`config.mk`:
```
export PLATFORM = sky130hd
export DESIGN_NAME = lsu_mem_access
export DESIGN_NICKNAME = d
export VERILOG_FILES = /design/src/rtl/lsu_mem_access.sv
export SDC_FILE = /design/constraint.sdc
export NUM_CORES = 1
export LEC_CHECK = 0
export CORE_AREA = 2 2 186 188
export CTS_BUF_LIST = sky130_fd_sc_hd__clkbuf_4 sky130_fd_sc_hd__clkbuf_8 sky130_fd_sc_hd__clkbuf_16
export DETAILED_ROUTE_END_ITERATION = 6
export DIE_AREA = 0 0 188 190
export HOLD_SLACK_MARGIN = 0.08
export PLACE_DENSITY = 0.63
export SLEW_MARGIN = 30
export SYNTH_ARGS = -nofsm -noshare
export SYNTH_HDL_FRONTEND = slang
export SYNTH_SLANG_ARGS = --single-unit
```
`constraint.sdc`:
```
create_clock -name clk -period 7.2 [get_ports clk]
set_input_delay 1.44 -clock clk [delete_from_list [all_inputs] [get_ports clk]]
set_output_delay 1.44 -clock clk [all_outputs]
set_load 0.02 [all_outputs]
```
`src/rtl/lsu_mem_access.sv`:
```
// Memory-access stage: turns registered load/store control into AXI4-Lite
// read/write transactions and extends load data to register width.
module lsu_mem_access #(
  parameter int RegWidth = 64
) (
  input  logic                clk,
  input  logic                rst,
  input  logic                lsu_valid,
  input  logic                i_MemWr,
  input  logic                i_MemRd,
  input  logic [2:0]          i_MemOP,
  input  logic [RegWidth-1:0] i_addr,
  input  logic [RegWidth-1:0] i_wdata,
  input  logic                pipeline_flush,
  output logic                lsu_ready,
  output logic                lsu_to_wbu_valid,
  input  logic                wbu_allow_in,
  output logic [RegWidth-1:0] o_rdata,
  output logic [RegWidth-1:0] araddr,
  output logic                arvalid,
  input  logic                arready,
  input  logic [RegWidth-1:0] rdata,
  input  logic [1:0]          rresp,
  input  logic                rvalid,
  output logic                rready,
  output logic [RegWidth-1:0] awaddr,
  output logic                awvalid,
  input  logic                awready,
  output logic [RegWidth-1:0] wdata,
  output logic [7:0]          wstrb,
  output logic                wvalid,
  input  logic                wready,
  input  logic [1:0]          bresp,
  input  logic                bvalid,
  output logic                bready
);

  typedef enum logic [2:0] {IDLE, RADDR, RDATA, WREQ, WRESP, DONE} state_t;

  state_t              state, state_nxt;
  logic                flushed, flushed_nxt;
  logic                aw_done, aw_done_nxt;
  logic                w_done, w_done_nxt;
  logic                capture, rd_capture;
  logic                aw_fin, w_fin;
  logic [RegWidth-1:0] addr_p1, wdata_p1;
  logic [2:0]          op_p1;
  logic [7:0]          wstrb_p1;

  // Bus responses carry no information this stage acts on.
  logic unused_resp;
  assign unused_resp = ^{rresp, bresp};

  // Byte-enable mask for a store of the given size starting at the given lane;
  // lanes beyond 7 fall off the top.
  function automatic logic [7:0] lane_strb(input logic [1:0] size, input logic [2:0] lane);
    logic [7:0] base;
    case (size)
      2'd0:    base = 8'h01;
      2'd1:    base = 8'h03;
      2'd2:    base = 8'h0F;
      default: base = 8'hFF;
    endcase
    return base << lane;
  endfunction

  // Align read data to bit 0 and sign- or zero-extend it per MemOP.
  function automatic logic [RegWidth-1:0] load_extend(input logic [RegWidth-1:0] raw,
                                                      input logic [2:0] lane,
                                                      input logic [2:0] op);
    logic [RegWidth-1:0]        sh;
    logic signed [7:0]          b;
    logic signed [15:0]         h;
    logic signed [31:0]         w;
    logic signed [RegWidth-1:0] ext;
    sh = raw >> {lane, 3'b000};
    b  = signed'(sh[7:0]);
    h  = signed'(sh[15:0]);
    w  = signed'(sh[31:0]);
    case (op)
      3'b000:  ext = b;
      3'b001:  ext = h;
      3'b010:  ext = w;
      3'b100:  ext = signed'(RegWidth'(sh[7:0]));
      3'b101:  ext = signed'(RegWidth'(sh[15:0]));
      3'b110:  ext = signed'(RegWidth'(sh[31:0]));
      default: ext = signed'(sh);
    endcase
    return unsigned'(ext);
  endfunction

  assign araddr = addr_p1;
  assign awaddr = addr_p1;
  assign wdata  = wdata_p1;
  assign wstrb  = wstrb_p1;

  // Next-state, handshake decode and stage valid/ready.
  always_comb begin
    state_nxt        = state;
    flushed_nxt      = flushed;
    aw_done_nxt      = aw_done;
    w_done_nxt       = w_done;
    capture          = 1'b0;
    rd_capture       = 1'b0;
    lsu_ready        = 1'b0;
    lsu_to_wbu_valid = 1'b0;
    arvalid          = 1'b0;
    rready           = 1'b0;
    awvalid          = 1'b0;
    wvalid           = 1'b0;
    bready           = 1'b0;
    aw_fin           = 1'b0;
    w_fin            = 1'b0;
    unique case (state)
      IDLE: begin
        if (lsu_valid && !pipeline_flush) begin
          if (i_MemRd || i_MemWr) begin
            capture     = 1'b1;
            aw_done_nxt = 1'b0;
            w_done_nxt  = 1'b0;
            state_nxt   = i_MemRd ? RADDR : WREQ;
          end else begin
            lsu_to_wbu_valid = 1'b1;
            lsu_ready        = wbu_allow_in;
          end
        end
      end
      RADDR: begin
        arvalid = 1'b1;
        if (pipeline_flush) flushed_nxt = 1'b1;
        if (arready) state_nxt = RDATA;
      end
      RDATA: begin
        rready = 1'b1;
        if (rvalid) begin
          if (flushed || pipeline_flush) begin
            flushed_nxt = 1'b0;
            state_nxt   = IDLE;
          end else begin
            rd_capture = 1'b1;
            state_nxt  = DONE;
          end
        end else if (pipeline_flush) begin
          flushed_nxt = 1'b1;
        end
      end
      WREQ: begin
        awvalid     = !aw_done;
        wvalid      = !w_done;
        aw_fin      = aw_done || awready;
        w_fin       = w_done || wready;
        aw_done_nxt = aw_fin;
        w_done_nxt  = w_fin;
        if (pipeline_flush) flushed_nxt = 1'b1;
        if (aw_fin && w_fin) state_nxt = WRESP;
      end
      WRESP: begin
        bready = 1'b1;
        if (bvalid) begin
          flushed_nxt = 1'b0;
          state_nxt   = (flushed || pipeline_flush) ? IDLE : DONE;
        end else if (pipeline_flush) begin
          flushed_nxt = 1'b1;
        end
      end
      DONE: begin
        if (pipeline_flush) begin
          state_nxt = IDLE;
        end else begin
          lsu_to_wbu_valid = 1'b1;
          lsu_ready        = wbu_allow_in;
          if (wbu_allow_in) state_nxt = IDLE;
        end
      end
      default: state_nxt = IDLE;
    endcase
    if (rst) begin
      lsu_ready        = 1'b0;
      lsu_to_wbu_valid = 1'b0;
    end
  end

  // FSM state, flush flag, write-channel sticky bits and load result.
  always_ff @(posedge clk or posedge rst) begin
    if (rst) begin
      state   <= IDLE;
      flushed <= 1'b0;
      aw_done <= 1'b0;
      w_done  <= 1'b0;
      o_rdata <= '0;
    end else begin
      state   <= state_nxt;
      flushed <= flushed_nxt;
      aw_done <= aw_done_nxt;
      w_done  <= w_done_nxt;
      if (rd_capture) o_rdata <= load_extend(rdata, addr_p1[2:0], op_p1);
    end
  end

  // Latch address, op and lane-aligned store data when a memory op is accepted.
  always_ff @(posedge clk) begin
    if (capture) begin
      addr_p1  <= i_addr;
      op_p1    <= i_MemOP;
      wdata_p1 <= i_wdata << {i_addr[2:0], 3'b000};
      wstrb_p1 <= lane_strb(i_MemOP[1:0], i_addr[2:0]);
    end
  end

endmodule

```
==> metrics.md <==
| Metric | Value |
|---|---|
| Worst slew pin tran | 986 ps |
| Syn Inst Count | about 1000 |
| Relative slew slack | between 30% and 40% |
| WL final | between 40000 and 50000 um |
| CTS buffer count | 25 |
| Router iterations before antenna repair | 5 |
| Vias in the first global route | around 9700 |
| Maximum clock frequency | 200 MHz |
| HPWL Detailed | roughly 32000 um |
| Predominant post-synthesis flop cell | edfxtp_1 |
| Post-CTS Setup Inserts | 0 |
| Reg2reg start | op_p1[1]$_DFFE_PP_ |
| Routed Antenna Nets | 0 |
| Row count | 68 |
| Fin worst setup slack | ~2200 ps |
| P&R area growth vs syn | 47.9% |
| Leading area contributor after synthesis | edfxtp_1 |
| CP required | around 5800 ps |
| Synthesized area per cell | 11.1 sq um |
| Starting Density | between 30% and 40% |
| Fin area | approximately 0.017 sq mm |
| Final hold vios | 0 |
| Fin. max-slew vios | 0 |
| Kind of critical path | in -> out |
| Cells along the critical path | clkdlybuf4s50_1, nor2_1, nand3_1, a2111oi_0, and2_1, clkdlybuf4s50_1 |
| DR vias | between 9000 and 10000 |
| Largest net degree at the start of global routing | about 110 |
| Cell Count Post-Placement | approximately 1800 |
| Leakage | ~0.0063 uW |
| CTS Sinks | roughly 210 |
| CP peak stage delay | ~600 ps |
| Power Dens Cells | around 290 mW/mm^2 |
| Setup TNS | 0 ps |
| Most frequent cells after synthesis | 142 x mux2i_1, 139 x edfxtp_1, 110 x nor2_1 |
| Post-synth top area share | a little under two fifths |
| R2R Path End | o_rdata[63]$_DFFE_PP0P_ |
| Clock Path Buffers | 3 |
| Worst EP arrival | around 3600 ps |
| Worst VDD drop | roughly 0.17 mV |
| Pre-CTS setup slack | between 2000 and 2500 ps |
| Min Tclk post-route | 5000 ps |
| Syn_nets | between 1000 and 1500 |
| Initial antenna violation count | 6 |
| Initial DRC count | 587 |
| Die height | ~190 um |
| Crit-path slowest cell | clkdlybuf4s50_1 |
| Ys async rst share | 33.5% |
| Core box area | 0.0339 sq mm |
| Synth top area cells | edfxtp_1 37%, dfrtp_1 15%, mux2i_1 12% |
| Worst Hold Path EP | o_rdata[13]$_DFFE_PP0P_ |
| Synthesized area | 0.0114 sq mm |
| Setup violations, final | 0 |
| Worst-skew pair later-pin latency | between 500 and 600 ps |
| # hold bufs at CTS | 0 |
| Fin crit share | 69.5% |
| CTS root buf | clkbuf_16 |
| Routed length per placed instance | around 22 um |
| Die area | about 0.036 sq mm |
| Non-Filler Instances | between 1500 and 2000 |
| CP Max Fanout | 3 |
| CTS tree | done |
| HP Class | reg -> reg |
| Yosys warns | 0 |
| Flop2flop setup slack | between 3000 and 4000 ps |
| Post-CTS resize count | 0 |
| Post-synthesis sequential area ratio | 52.1% |
| First-pass GRT wire length | ~60000 um |
| Endpoint kind of the worst setup timing path | output port |
| Post-route DRC | 0 |
| Yosys cell types | 47 |
| Area occupied by multi-input gates | 0.00461 sq mm |
| Yosys reg bits | 209 |
| Total GRT Usage | roughly 22% |
| Reg clk slew, reported paths | 60 ps |
| I/O Pins | around 480 |
| Nets | around 1600 |
| Hold path depth | 1 |
| CP dominant cell by count | clkdlybuf4s50_1 |
| RSZ-0062 raised after global routing | no |
| Clk_skew | between 10 and 15 ps |
| I/O Buffers | approximately 480 |
| Fillers | 3068 |
| GR Overflow Total | 0 |
| Routability cong. | 0.883 |
| Most common cell in the synthesized netlist | mux2i_1 |
| Layout cell share with drive strength beyond 1 | under 10% |
| Worst r2r path cells | 5 |
| CTS H-tree depth | 1 |
| CP Launch Type | input port |
| Die width | 188 um |
| Hold Path Origin | o_rdata[13]$_DFFE_PP0P_ |
| Max-cap violations | 0 |
| Register Area | about 0.0059 sq mm |
| Status | complete, no violations |
| Post-Route Utilization | 49.6% |
| Post-synth EDFFs | between 100 and 150 |
| Via/cell ratio | slightly above 5 |
| Area after DPL | between 0.015 and 0.02 sq mm |
## cell families after synthesis
family          Yosys count  share of synthesized area (%)
compound gates          213                           12.0
fa+ha+maj                 1                         0.0880
buf+inv                 148                           7.42
flops                   209                           52.1
mux                     179                           17.6
simple gates            272                           10.8
## metal layers
metal	global-route usage, %	vias to the layer above	part of all wire (%)
li1	-	4432	-
met1	23.9	4577	36
met2	43.5	403	54
met3	6.01	49	8.0
met4	6.00	4	2.5
met5	0	-	0.064
## report_power, final
group | total, uW | switching (uW) | internal [uW]
clock network | 1290 | 531 | 760
registers | 1760 | 174 | 1580
logic | 1790 | 942 | 848
## sequential cells by signal, indices dropped and copies added (netlist names)
| register | flops |
|---|---|
| araddr | 64 |
| o_rdata | 64 |
| wdata | 64 |
| wstrb | 8 |
| op_p1 | 3 |
| state | 3 |
| aw_done | 1 |
| flushed | 1 |
| w_done | 1 |
## through the flow
stage / hold slack (ps) / total power [uW]
3_5_place_dp: 497 / 3580
4_1_cts: 512 / 4880
2_1_floorplan: 475 / 2720
3_3_place_gp: 493 / 3560
5_1_grt: 538 / 5070
6_report: 510 / 4840
## worst max path at each step
stage / from / endpoint / cells past startpoint
2_1_floorplan: pipeline_flush / araddr[0]$_DFFE_PP_ / 3
3_3_place_gp: i_MemRd / lsu_ready / 6
3_5_place_dp: i_MemRd / lsu_ready / 6
4_1_cts: i_MemRd / lsu_ready / 6
5_1_grt: i_MemRd / lsu_ready / 6
6_report: i_MemRd / lsu_ready / 6
## placed cells by master, fill, tap and decap left out, types with 15 or more instances in the layout
master,n
a21oi_1,54
a31oi_1,39
clkbuf_16,25
clkdlybuf4s50_1,474
dfrtp_1,70
edfxtp_1,139
mux2_2,22
mux2i_1,142
mux4_2,15
nand2_1,81
nor2_1,110
nor2b_1,28
o21ai_0,61
o22ai_1,17
## cell type report
type,count,share of cell area (%)
Antenna cell,4,0.0595
Clock buffer,28,3.85
Clock inverter,16,1.06
Inverter,6,0.178
Multi-Input combinational cell,665,27.4
Sequential cell,209,35.2
Tap cell,455,3.38
Timing Repair Buffer,488,28.8
## worst max-delay path, delay by kind of cell
family,cells,cell delay (ps)
buffers and inverters,2,1020
AOI/OAI and AO/OA,1,580
and+or+nand+nor,3,520
Power figures use the tool's default switching activity.
